<file path="config.mk">
export PLATFORM = sky130hd
export DESIGN_NAME = fft_mag_peak_flat
export DESIGN_NICKNAME = d
export VERILOG_FILES = /design/src/rtl/fft_mag_peak_if.sv /design/src/rtl/fft_mag_peak.sv /design/src/flat_wrapper.sv
export SDC_FILE = /design/constraint.sdc
export NUM_CORES = 1
export LEC_CHECK = 0
export BUFFER_PORTS_ARGS = -buffer_cell sky130_fd_sc_hd__buf_2
export CORE_AREA = 2 2 410 412
export DETAILED_ROUTE_END_ITERATION = 10
export DIE_AREA = 0 0 412 414
export GPL_TIMING_DRIVEN = 0
export PLACE_DENSITY_LB_ADDON = 0.12
export SLEW_MARGIN = 20
export SYNTH_ARGS = -nofsm -noshare
export SYNTH_HDL_FRONTEND = slang
export SYNTH_SLANG_ARGS = --single-unit
</file>
<file path="constraint.sdc">
create_clock -name clk -period 4.4 [get_ports clk]
set_input_delay 1.1 -clock clk [delete_from_list [all_inputs] [get_ports clk]]
set_output_delay 1.1 -clock clk [all_outputs]
set_load 0.1 [all_outputs]
</file>
<file path="src/rtl/fft_mag_peak_if.sv">
// Handshake and result bus between the FFT core, the magnitude/peak stage and the SPI output stage.
interface fft_mag_peak_if #(
  parameter int N   = 32,
  parameter int MSB = 16
);
  logic                   start;
  logic [N*MSB-1:0]       data_bus;
  logic                   busy;
  logic                   done;
  logic [N*MSB-1:0]       mag_bus;
  logic [$clog2(N)-1:0]   peak_bin;
  logic [MSB/2:0]         peak_mag;

  modport master (
    output start, data_bus,
    input  busy, done, mag_bus, peak_bin, peak_mag
  );

  modport slave (
    input  start, data_bus,
    output busy, done, mag_bus, peak_bin, peak_mag
  );
endinterface

</file>
<file path="src/rtl/fft_mag_peak.sv">
// Post-FFT magnitude and lower-half peak search, one bin per clock through a 2-stage pipeline.
// Define FFT_MAG_ALPHA_BETA_EN for alpha-max-beta-min magnitude; default is the L1 norm.
module fft_mag_peak #(
  parameter int N   = 32,
  parameter int MSB = 16
) (
  input  logic          clk,
  input  logic          rst,
  fft_mag_peak_if.slave bus
);
  localparam int IDX_W = $clog2(N);
  localparam int HALF  = MSB / 2;
  localparam int MAG_W = HALF + 1;

  typedef enum logic [1:0] {
    IDLE  = 2'd0,
    CALC  = 2'd1,
    FLUSH = 2'd2
  } state_t;

  // Two's-complement absolute value; the most negative code maps to 2^(HALF-1) unsigned.
  function automatic logic [HALF-1:0] abs_f(input logic [HALF-1:0] v);
    logic [HALF-1:0] r;
    if (v[HALF-1]) begin
      r = ~v + HALF'(1);
    end else begin
      r = v;
    end
    return r;
  endfunction

  function automatic logic [MAG_W-1:0] mag_f(input logic [HALF-1:0] ra, input logic [HALF-1:0] ia);
    logic [MAG_W-1:0] m;
`ifdef FFT_MAG_ALPHA_BETA_EN
    logic [HALF-1:0] mx;
    logic [HALF-1:0] mn;
    if (ra >= ia) begin
      mx = ra;
      mn = ia;
    end else begin
      mx = ia;
      mn = ra;
    end
    m = {1'b0, mx} + {2'b00, mn[HALF-1:1]};
`else
    m = {1'b0, ra} + {1'b0, ia};
`endif
    return m;
  endfunction

  state_t             state_r;
  state_t             next_state_s;
  logic [N*MSB-1:0]   frame_r;
  logic [IDX_W-1:0]   idx_r;
  logic               capture_s;
  logic               issue_s;
  logic               busy_nxt_s;
  logic               done_nxt_s;
  logic               busy_r;
  logic               done_r;
  logic [MSB-1:0]     word_s;
  logic [HALF-1:0]    s1_ra_r;
  logic [HALF-1:0]    s1_ia_r;
  logic [IDX_W-1:0]   s1_idx_r;
  logic               s1_valid_r;
  logic               s1_last_r;
  logic               s2_last_r;
  logic [MAG_W-1:0]   mag_s;
  logic [N*MSB-1:0]   mag_bus_r;
  logic [IDX_W-1:0]   peak_bin_r;
  logic [MAG_W-1:0]   peak_mag_r;

  // State register.
  always_ff @(posedge clk) begin
    if (rst) begin
      state_r <= IDLE;
    end else begin
      state_r <= next_state_s;
    end
  end

  // Next-state logic; FLUSH lasts until the last bin has left stage 2.
  always_comb begin
    next_state_s = state_r;
    case (state_r)
      IDLE: begin
        if (bus.start) begin
          next_state_s = CALC;
        end else begin
          next_state_s = IDLE;
        end
      end
      CALC: begin
        if (idx_r == IDX_W'(N - 1)) begin
          next_state_s = FLUSH;
        end else begin
          next_state_s = CALC;
        end
      end
      FLUSH: begin
        if (s2_last_r) begin
          next_state_s = IDLE;
        end else begin
          next_state_s = FLUSH;
        end
      end
      default: next_state_s = IDLE;
    endcase
  end

  // Output/control decode; busy and done are registered from these next values.
  always_comb begin
    capture_s  = 1'b0;
    issue_s    = 1'b0;
    done_nxt_s = 1'b0;
    case (state_r)
      IDLE:    capture_s  = bus.start;
      CALC:    issue_s    = 1'b1;
      FLUSH:   done_nxt_s = s2_last_r;
      default: capture_s  = 1'b0;
    endcase
    busy_nxt_s = (next_state_s != IDLE);
  end

  always_comb begin
    word_s = frame_r[int'(idx_r)*MSB +: MSB];
    mag_s  = mag_f(s1_ra_r, s1_ia_r);
  end

  // Capture, stage 1 (absolute values), stage 2 (magnitude write-back and peak update).
  always_ff @(posedge clk) begin
    if (rst) begin
      frame_r    <= '0;
      idx_r      <= '0;
      busy_r     <= 1'b0;
      done_r     <= 1'b0;
      s1_ra_r    <= '0;
      s1_ia_r    <= '0;
      s1_idx_r   <= '0;
      s1_valid_r <= 1'b0;
      s1_last_r  <= 1'b0;
      s2_last_r  <= 1'b0;
      mag_bus_r  <= '0;
      peak_bin_r <= '0;
      peak_mag_r <= '0;
    end else begin
      busy_r     <= busy_nxt_s;
      done_r     <= done_nxt_s;
      s1_valid_r <= issue_s;
      s1_last_r  <= issue_s && (idx_r == IDX_W'(N - 1));
      s2_last_r  <= s1_last_r;
      if (capture_s) begin
        frame_r    <= bus.data_bus;
        idx_r      <= '0;
        peak_bin_r <= '0;
        peak_mag_r <= '0;
      end else if (issue_s) begin
        idx_r    <= idx_r + IDX_W'(1);
        s1_ra_r  <= abs_f(word_s[MSB-1:HALF]);
        s1_ia_r  <= abs_f(word_s[HALF-1:0]);
        s1_idx_r <= idx_r;
      end
      // Strict compare so ties keep the lower bin; only the lower half-spectrum competes.
      if (s1_valid_r) begin
        mag_bus_r[int'(s1_idx_r)*MSB +: MSB] <= {{(MSB-MAG_W){1'b0}}, mag_s};
        if ((s1_idx_r < IDX_W'(N / 2)) && (mag_s > peak_mag_r)) begin
          peak_bin_r <= s1_idx_r;
          peak_mag_r <= mag_s;
        end
      end
    end
  end

  assign bus.busy     = busy_r;
  assign bus.done     = done_r;
  assign bus.mag_bus  = mag_bus_r;
  assign bus.peak_bin = peak_bin_r;
  assign bus.peak_mag = peak_mag_r;
endmodule

</file>
<file path="src/flat_wrapper.sv">
// flat-port wrapper written by rule: the top's interface ports become plain ports
module fft_mag_peak_flat 
#(
  parameter int N   = 32,
  parameter int MSB = 16
)
  (clk, rst, bus_start, bus_data_bus, bus_busy, bus_done, bus_mag_bus, bus_peak_bin, bus_peak_mag);
  fft_mag_peak_if #(.N(N), .MSB(MSB)) bus_i ();
  input  logic clk;
  input  logic rst;
  input wire logic [$bits(bus_i.start)-1:0] bus_start;
  input wire logic [$bits(bus_i.data_bus)-1:0] bus_data_bus;
  output wire logic [$bits(bus_i.busy)-1:0] bus_busy;
  output wire logic [$bits(bus_i.done)-1:0] bus_done;
  output wire logic [$bits(bus_i.mag_bus)-1:0] bus_mag_bus;
  output wire logic [$bits(bus_i.peak_bin)-1:0] bus_peak_bin;
  output wire logic [$bits(bus_i.peak_mag)-1:0] bus_peak_mag;
  assign bus_i.start = bus_start;
  assign bus_i.data_bus = bus_data_bus;
  assign bus_busy = bus_i.busy;
  assign bus_done = bus_i.done;
  assign bus_mag_bus = bus_i.mag_bus;
  assign bus_peak_bin = bus_i.peak_bin;
  assign bus_peak_mag = bus_i.peak_mag;
  fft_mag_peak #(.N(N), .MSB(MSB)) u_core (.clk(clk), .rst(rst), .bus(bus_i));
endmodule
</file>
-- Word-level counts from Yosys, hierarchy flattened
Cells that the tools add are included.
- flip-flop bits (word level): 1071
- bits of input ports: 515
- logic and storage cells: 53
- add/sub/neg operators: 5
- magnitude comparators: 2
- equality and inequality tests: 3
- shift operators: 3
- multiplexer cells: 15
- bitwise operators: 4
- reductions and logical operators: 7
- operator list (cell ; count):
    $bwmux 512 ; 1
    $shift 16x33->512 const A ; 1
    $shiftx 16x33->512 ; 1
    $shiftx 512x10->16 ; 1
    $neg 9->33 ; 1
    $mux 9 ; 3
    $add 8x1->8 const B ; 2
    $mux 8 ; 2
    $not 8->8 ; 2
    $mux 5 ; 3
    $add 8x8->9 ; 1
    $gt 9x9->1 ; 1
    $pmux 2 s3 ; 1
    $add 5x1->5 const B ; 1
    $eq 5x5->1 const B ; 1
    $lt 5x5->1 const B ; 1
    $mux 2 ; 2
    $reduce_or 2->1 ; 2
    $mux 1 ; 3
    $eq 2x1->1 const B ; 1
    $eq 2x2->1 const B ; 1
    $logic_and 1x1->1 ; 2
    $logic_not 2->1 ; 1
    $not 1->1 ; 2
    other kinds (2) ; 2

-- Depth between registers and ports, before layout
Gate-level depths: netlist of run 1.
- depth in word-level cells: 5
- depth in mapped cells: 19

-- Worst setup path before layout of run 1
OpenSTA, ideal clock, no wires.
- path kind: reg-to-reg
- start point: register u_core.s1_ia_r[0]
- end point: register u_core.peak_mag_r[0] (netlist: u_core.bus.peak_mag[0])
- library setup time: 0.063 ns
- arrival: 3.939 ns
- required time: 4.337 ns
- path slack: 0.399 ns
- stages on the path, launching flop included: 19
- path buffers: 3
- clock period less this slack: 4.001 ns
- cells stage by stage: dfxtp_1 > ha_1 > fa_1 > a21o_1 > a21oi_1 > o21bai_1 > a2111oi_0 > or3_1 > clkbuf_1 > clkbuf_1 > inv_1 > ha_1 > a211o_1 > o22a_1 > nand4_1 > a21oi_1 > nor2_1 > clkbuf_1 > a22o_1
- word-level cells in the longest chain between the ends: 5
- RTL lines (what ; RTL line ; source):
    from (decl) ; fft_mag_peak.sv:63 ; logic [HALF-1:0] s1_ia_r;
    from (signal assigned) ; fft_mag_peak.sv:160 ; s1_ia_r <= abs_f(word_s[HALF-1:0]);
    $add 8x8->9 * ; fft_mag_peak.sv:46 ; m = {1'b0, ra} + {1'b0, ia};
    $gt 9x9->1 ; fft_mag_peak.sv:166 ; if ((s1_idx_r < IDX_W'(N / 2)) && (mag_s > peak_mag_r)) begin
    $logic_and 1x1->1 ; fft_mag_peak.sv:166 ;
    $mux 9 * ; fft_mag_peak.sv:166 ;
    $mux 9 * ; fft_mag_peak.sv:164 ; if (s1_valid_r) begin
    to (signal assigned) ; fft_mag_peak.sv:168 ; peak_mag_r <= mag_s;
    to (decl) ; fft_mag_peak.sv:71 ; logic [MAG_W-1:0] peak_mag_r;
Mark *: on every way between the ends. The rest lies on a longest branch, timed or not.
A chain may end at the register's enable or synchronous reset.

-- Worst setup path after layout of run 1
- start point: register u_core.idx_r[1]
- end point: register u_core.s1_ia_r[6]
- word-level cells in the longest chain between the ends: 4
- RTL lines (what ; RTL line ; source):
    from (decl) ; fft_mag_peak.sv:54 ; logic [IDX_W-1:0] idx_r;
    from (signal assigned) ; fft_mag_peak.sv:158 ; idx_r <= idx_r + IDX_W'(1);
    $shiftx 512x10->16 * ; fft_mag_peak.sv:126 ; word_s = frame_r[int'(idx_r)*MSB +: MSB];
    $not 8->8 ; fft_mag_peak.sv:25 ; r = ~v + HALF'(1);
    $add 8x1->8 ; fft_mag_peak.sv:25 ;
    $mux 8 * ; fft_mag_peak.sv:24 ; if (v[HALF-1]) begin
Marks and branches as above.

==> flow_summary.yaml, run 1 <==
sta:
  period_minus_slack_ns: 4.42
  fin_crit_sh: 1.00
  finalHoldViolations: 0
  grt_setup_unrepaired: "true"
  timing.max_slew.rel_slack: 0.191
  fin_setup_tns_ns: -0.0205
  final.setup.worst_slack_ns: -0.0205
  setup-violations-final: 1
  holdWs_ns: 0.438
  max_clock_freq_ghz: 0.226
  slew_violations: 0
  worst_clock_skew_ns: 0.0514
  transition_time_at_the_pin_with_the_least_slew_margin_ns: 1.21
die:
  dieArea_um2: 171000
  placement_rows: 150
  die-height_um: 414
  die-width_um: 412
  core_region_area_um2: 166000
  initial_utilization: 0.217
  design.portCount: 1043
synth:
  ys_types: 58
  synth-simple-area-share: 0.201
  synth.cell_area_um2: 36200
  synth_ff_type: "sky130_fd_sc_hd__dfxtp_1"
  synth.avg_cell_area_um2: 8.15
  synth.ff_latch_count: 847
  synth_async_sr_flop_share: 0
  post_synth_xor_area_fraction: 0.00436
  number_of_synthesized_flops_with_an_enable_pin: 0
  post_synth_mux_area_share: 0.0862
  ys_warn_count: 0
  synth_top_family_by_area: "simple AND/OR/NAND/NOR gates"
  synth-compound-area-share: 0.143
  post_synthesis_cells: 4439
  synth.yosys.seq_area_share: 0.469
  synth-adder-area-share: 0.00851
pwr:
  internal_power_uw: 13800
  power_per_cell_area_nw_per_um2: 422
  share_comb_of_total_power: 0.153
  clock_power_share: 0.441
  p_sw_uw: 6200
  share_seq_of_total_power: 0.406
  peakVddDrop_uv: 317
  power_leakage_uw: 0.0193
  netSwitchingFraction: 0.310
flow_run:
  drv_cap: 0
clock_network:
  clock_tree.htree_level_count: 3
  ctsRootBufferMaster: "sky130_fd_sc_hd__clkbuf_16"
  clock_buffers_created_by_tritoncts: 102
  worst_skew_pair.late_latency_ns: 0.74
  cts_max_path_buffers: 3
  tritoncts_clock_tree: "built"
  tritoncts_sinks: 847
  clk_pin_slew_worst_paths_ns: 0.07
setup_path:
  critical_path.max_fanout: 10
  critical_r2r_capture: "u_core.s1_ia_r[6]"
  worstPathRequired_ns: 5.05
  worstSetupStartpoint: "u_core.idx_r[1]"
  worst_path_most_repeated_cell: "sky130_fd_sc_hd__buf_2"
  worstSetupStartpointType: "flop"
  critical_path.max_stage_delay_ns: 0.59
  crit_slowest_cell: "sky130_fd_sc_hd__a22oi_1"
  critPathTopFamily: "buffers and inverters"
  critical_path.cell_chain: "buf_2 -> buf_2 -> buf_2 -> mux4_2 -> a22oi_1 -> a21o_1 -> ha_1 -> nand2_1 -> or4_1 -> a41oi_2"
  path_depth: 10
  regToRegSetupSlack_ns: -0.02
  worstPathArrival_ns: 5.07
  timing_worst_setup_path_type: "reg2reg"
  crit_buf_inv: 3
  critical_path.endpoint_type: "flop"
  worst-r2r-cell-count: 10
  cp-endpoint: "u_core.s1_ia_r[6]"
  timing.rr.start: "u_core.idx_r[1]"
global_route:
  grt_remaining_overflow: 0
  antenna_violations_before_repair: 27
  grtUsageTotal: 0.229
  vias_in_the_first_global_route: 34500
  grt_max_degree: 17
  first_pass_grt_wire_length_um: 274000
detailed_routing:
  wl_per_cell_um: 25.8
  antenna_left: 0
  route.vias.total: 35500
  drt_iter0_drc: 2396
  drc: 0
  first_pass_iters: 7
  route.detailed.vias_per_inst: 4.50
  finalWirelength_um: 203000
cells_and_area:
  post_route_cells_drive_above_1_share: 0.242
  nets: 6126
  fillerInstances: 18600
  area_growth_pct: 31.3
run_status:
  violations: "negative setup slack"
  run_status: "complete, but fails checks"
placed_design:
  dp_slack_ns: -1.16
  post-dp-hpwl_um: 163000
  routabilityCongestion: 0.917
  buffer_ports.inserted: 818
min_path:
  hp-class: "reg2reg"
## repair_timing
action,CTS,global route
pin swaps,0,1
gates resized for setup,8,11
hold buffers,0,0
buffers inserted,0,2
setup endpoints to repair,15,49
## power by group through the flow
stage / logic [uW] / registers, uW / clock network (uW)
global placement: 3040 / 8290 / 0
detailed placement: 3050 / 8300 / 0
finish: 3060 / 8130 / 8840
global route: 3230 / 8160 / 9350
CTS: 3060 / 8130 / 9050
floorplan: 1990 / 8270 / 0
## cell families (layout without fill, tap and decap cells)
| family | after synthesis | after routing |
|---|---|---|
| buffers and inverters | 569 | 1576 |
| adder cells (fa/ha/maj) | 24 | 24 |
| multiplexers | 187 | 187 |
| XOR/XNOR | 18 | 18 |
| AO/OA/AOI/OAI | 951 | 951 |
| flip-flops | 847 | 847 |
| AND/OR/NAND/NOR | 1842 | 1842 |
| other | 1 | 233 |
## layout make-up
type,instances,area [um^2],area share
multi-input combinational,3246,17000,0.357
sequential,847,17000,0.357
timing repair buffer,824,4140,0.0873
buffer,544,3090,0.0652
clock buffer,151,2980,0.0627
tap,2204,2760,0.0581
clock inverter,35,482,0.0101
inverter,22,82.6,0.00174
antenna,9,22.5,0.000474
## worst min path at each step
stage	start	end	slack [ns]	depth (start not counted)
after global placement	u_core.s1_last_r	u_core.s2_last_r	0.42	1
after floorplan	u_core.s1_last_r	u_core.s2_last_r	0.41	1
after detailed placement	u_core.s1_last_r	u_core.s2_last_r	0.43	1
final	u_core.s1_last_r	u_core.s2_last_r	0.44	1
after global routing	u_core.s1_last_r	u_core.s2_last_r	0.46	1
after CTS	u_core.s1_last_r	u_core.s2_last_r	0.44	1
## flip-flops by register name, summed over array words and instances (netlist names)
register             cells
u_core.state_r           2
u_core.s2_last_r         1
u_core.idx_r             5
u_core.s1_last_r         1
u_core.bus.done          1
u_core.bus.peak_bin      5
u_core.s1_idx_r          5
u_core.s1_ra_r           8
u_core.bus.mag_bus     288
u_core.s1_valid_r        1
u_core.s1_ia_r           8
u_core.frame_r         512
u_core.bus.peak_mag      9
u_core.bus.busy          1
## cells in the mapped netlist (17+ instances only)
cell,number,area share
sky130_fd_sc_hd__a211oi_1,34,0.0071
sky130_fd_sc_hd__a21oi_1,804,0.11
sky130_fd_sc_hd__a22o_1,23,0.0056
sky130_fd_sc_hd__a22oi_1,21,0.0044
sky130_fd_sc_hd__buf_2,18,0.0025
sky130_fd_sc_hd__buf_4,232,0.048
sky130_fd_sc_hd__clkbuf_1,268,0.028
sky130_fd_sc_hd__dfxtp_1,847,0.47
sky130_fd_sc_hd__ha_1,23,0.0080
sky130_fd_sc_hd__inv_1,22,0.0023
sky130_fd_sc_hd__mux2i_1,90,0.025
sky130_fd_sc_hd__mux4_2,84,0.052
sky130_fd_sc_hd__nand2_1,1427,0.15
sky130_fd_sc_hd__nand3_1,32,0.0044
sky130_fd_sc_hd__nand4_1,17,0.0029
sky130_fd_sc_hd__nor2_1,235,0.024
sky130_fd_sc_hd__nor3_1,69,0.0095
## metal layers
| layer | global-route usage | part of all wire | wire [um] | vias to the layer above |
|---|---|---|---|---|
| met2 | 0.404 | 0.49 | 101000 | 1305 |
| met3 | 0.0456 | 0.063 | 12900 | 317 |
| li1 | - | - | - | 16800 |
| met1 | 0.275 | 0.40 | 82100 | 17100 |
| met5 | 0 | 0.00090 | 183 | - |
| met4 | 0.0777 | 0.038 | 7630 | 30 |
## stage by stage
step / total power (uW) / area [um^2] / std cells / utilization
6_report: 20000 / 47500 / 7882 / 0.286
5_1_grt: 20700 / 47500 / 7873 / 0.285
4_1_cts: 20200 / 47400 / 7872 / 0.285
2_1_floorplan: 10300 / 37000 / 4662 / -
3_5_place_dp: 11300 / 43900 / 7688 / 0.264
3_3_place_gp: 11300 / 43900 / 7684 / 0.264
## cells in the final DEF, fill, tap and decap left out, drive strengths merged, types with 10 or more instances in the layout
master / netlist / routed
conb: 1 / 224
a22oi: 21 / 21
nand2: 1427 / 1427
mux2i: 90 / 90
a21oi: 804 / 804
dfxtp: 847 / 847
inv: 22 / 27
a21o: 12 / 12
clkbuf: 268 / 416
clkinv: 0 / 21
a22o: 26 / 26
buf: 278 / 1102
o221ai: 16 / 16
xor2: 10 / 10
a211oi: 35 / 35
o22ai: 16 / 16
nor3: 69 / 69
mux4: 96 / 96
nor4: 10 / 10
nand3: 34 / 34
nor2: 235 / 235
ha: 23 / 23
nand4: 17 / 17
No activity file was read; power rests on OpenSTA's default activity.
==> run 2, diff against run 1 <==
--- a/config.mk
+++ b/config.mk
@@ -11,6 +11,7 @@
 export DIE_AREA = 0 0 412 414
 export GPL_TIMING_DRIVEN = 0
 export PLACE_DENSITY_LB_ADDON = 0.12
+export SKIP_CTS_REPAIR_TIMING = 1
 export SLEW_MARGIN = 20
 export SYNTH_ARGS = -nofsm -noshare
 export SYNTH_HDL_FRONTEND = slang
==> flow_summary.yaml, run 2 (synthesis gave the netlist of run 1 again) <==
sta:
  setup-violations-final: 1
  transition_time_at_the_pin_with_the_least_slew_margin_ns: 1.20
  fin_setup_tns_ns: -0.0122
  finalHoldViolations: 0
  max_clock_freq_ghz: 0.227
  timing.max_slew.rel_slack: 0.198
  final.setup.worst_slack_ns: -0.0122
  grt_setup_unrepaired: "true"
  slew_violations: 0
  period_minus_slack_ns: 4.41
  fin_crit_sh: 1.00
  worst_clock_skew_ns: 0.0516
  holdWs_ns: 0.438
detailed_routing:
  route.detailed.vias_per_inst: 4.49
  finalWirelength_um: 203000
  drc: 0
  wl_per_cell_um: 25.8
  first_pass_iters: 5
  route.vias.total: 35400
  antenna_left: 0
  drt_iter0_drc: 2397
pwr:
  clock_power_share: 0.442
  internal_power_uw: 13800
  power_per_cell_area_nw_per_um2: 422
  peakVddDrop_uv: 317
  share_comb_of_total_power: 0.153
  power_leakage_uw: 0.0193
  share_seq_of_total_power: 0.406
  design_power_total_uw: 20000
  p_sw_uw: 6210
  netSwitchingFraction: 0.310
die:
  core_region_area_um2: 166000
  design.portCount: 1043
  initial_utilization: 0.217
  die-width_um: 412
  dieArea_um2: 171000
  placement_rows: 150
  die-height_um: 414
clock_network:
  tritoncts_clock_tree: "built"
  clk_pin_slew_worst_paths_ns: 0.07
  clock_buffers_created_by_tritoncts: 102
  cts_max_path_buffers: 3
  worst_skew_pair.late_latency_ns: 0.74
  tritoncts_sinks: 847
  ctsRootBufferMaster: "sky130_fd_sc_hd__clkbuf_16"
  clock_tree.htree_level_count: 3
cells_and_area:
  post-route-util: 0.285
  nets: 6128
  stdcell_area_um2: 47500
  largest_register: "u_core.frame_r"
  highest_count_cells_in_the_layout_ignoring_fill_and_taps: "sky130_fd_sc_hd__nand2_1 (1,427), sky130_fd_sc_hd__dfxtp_1 (847), sky130_fd_sc_hd__buf_2 (837)"
  area_growth_pct: 31.3
  largest_register_ffs: 512
  layout.cells.most_common: "sky130_fd_sc_hd__nand2_1"
  post_route_cells_drive_above_1_share: 0.242
global_route:
  vias_in_the_first_global_route: 34500
  grtUsageTotal: 0.229
  first_pass_grt_wire_length_um: 274000
  grt_max_degree: 17
  grt_remaining_overflow: 0
  antenna_violations_before_repair: 26
setup_path:
  worstPathRequired_ns: 5.05
  worstSetupStartpointType: "flop"
  worstPathArrival_ns: 5.06
  regToRegSetupSlack_ns: -0.01
  critical_path.max_fanout: 10
  critical_path.endpoint_type: "flop"
  timing_worst_setup_path_type: "reg2reg"
run_status:
  run_status: "complete, but fails checks"
  violations: "negative setup slack"
min_path:
  hp-class: "reg2reg"
placed_design:
  post-dp-hpwl_um: 163000
  placed_cell_area_um2: 43900
  buffer_ports.inserted: 818
  routabilityCongestion: 0.917
flow_run:
  drv_cap: 0
-- run 2: power groups by stage --
stage | Sequential (uW) | Combinational, uW | Clock, uW
after floorplan | 8270 | 1990 | 0
after global placement | 8290 | 3040 | 0
after detailed placement | 8300 | 3050 | 0
after CTS | 8130 | 3060 | 9050
after global routing | 8160 | 3230 | 9350
final | 8130 | 3060 | 8850
-- run 2: through the flow --
stage,cells,setup slack (ns)
after floorplan,4662,0.399
after global placement,7684,-1.34
after detailed placement,7688,-1.16
after global routing,7875,-0.0558
after CTS,7874,-1.22
final,7881,-0.0122
-- run 2: worst max-delay path: stages, from the launching register on --
cell	delay, ns
sky130_fd_sc_hd__dfxtp_1	0.55
sky130_fd_sc_hd__buf_2	0.36
sky130_fd_sc_hd__buf_2	0.58
sky130_fd_sc_hd__buf_2	0.57
sky130_fd_sc_hd__mux4_2	0.41
sky130_fd_sc_hd__a22oi_1	0.58
sky130_fd_sc_hd__a21o_1	0.30
sky130_fd_sc_hd__ha_1	0.23
sky130_fd_sc_hd__nand2_1	0.08
sky130_fd_sc_hd__or4_1	0.44
sky130_fd_sc_hd__a41oi_2	0.18
-- run 2: worst paths after layout --
| kind | start | to | cells after the start |
|---|---|---|---|
| max | u_core.idx_r[1] | u_core.s1_ia_r[6] | 10 |
| min | u_core.s1_last_r | u_core.s2_last_r | 1 |
| max reg2reg | u_core.idx_r[1] | u_core.s1_ia_r[6] | 10 |
| min reg2reg | u_core.s1_last_r | u_core.s2_last_r | 1 |
-- run 2: per-layer routing --
layer | vias to the layer above | GRT usage | wire length (um)
met5 | - | 0 | 198
met4 | 32 | 0.0789 | 7740
met3 | 298 | 0.0445 | 12300
met2 | 1270 | 0.403 | 100000
met1 | 17000 | 0.276 | 82800
li1 | 16800 | - | -
-- run 2: final cells by class --
type	instances	area (um^2)
Sequential cell	847	17000
Inverter	22	82.6
Tap cell	2204	2760
Timing Repair Buffer	824	4140
Clock buffer	151	2980
Clock inverter	35	482
Multi-Input combinational cell	3246	17000
Buffer	546	3100
Antenna cell	6	15.0
Fill cell	18600	119000
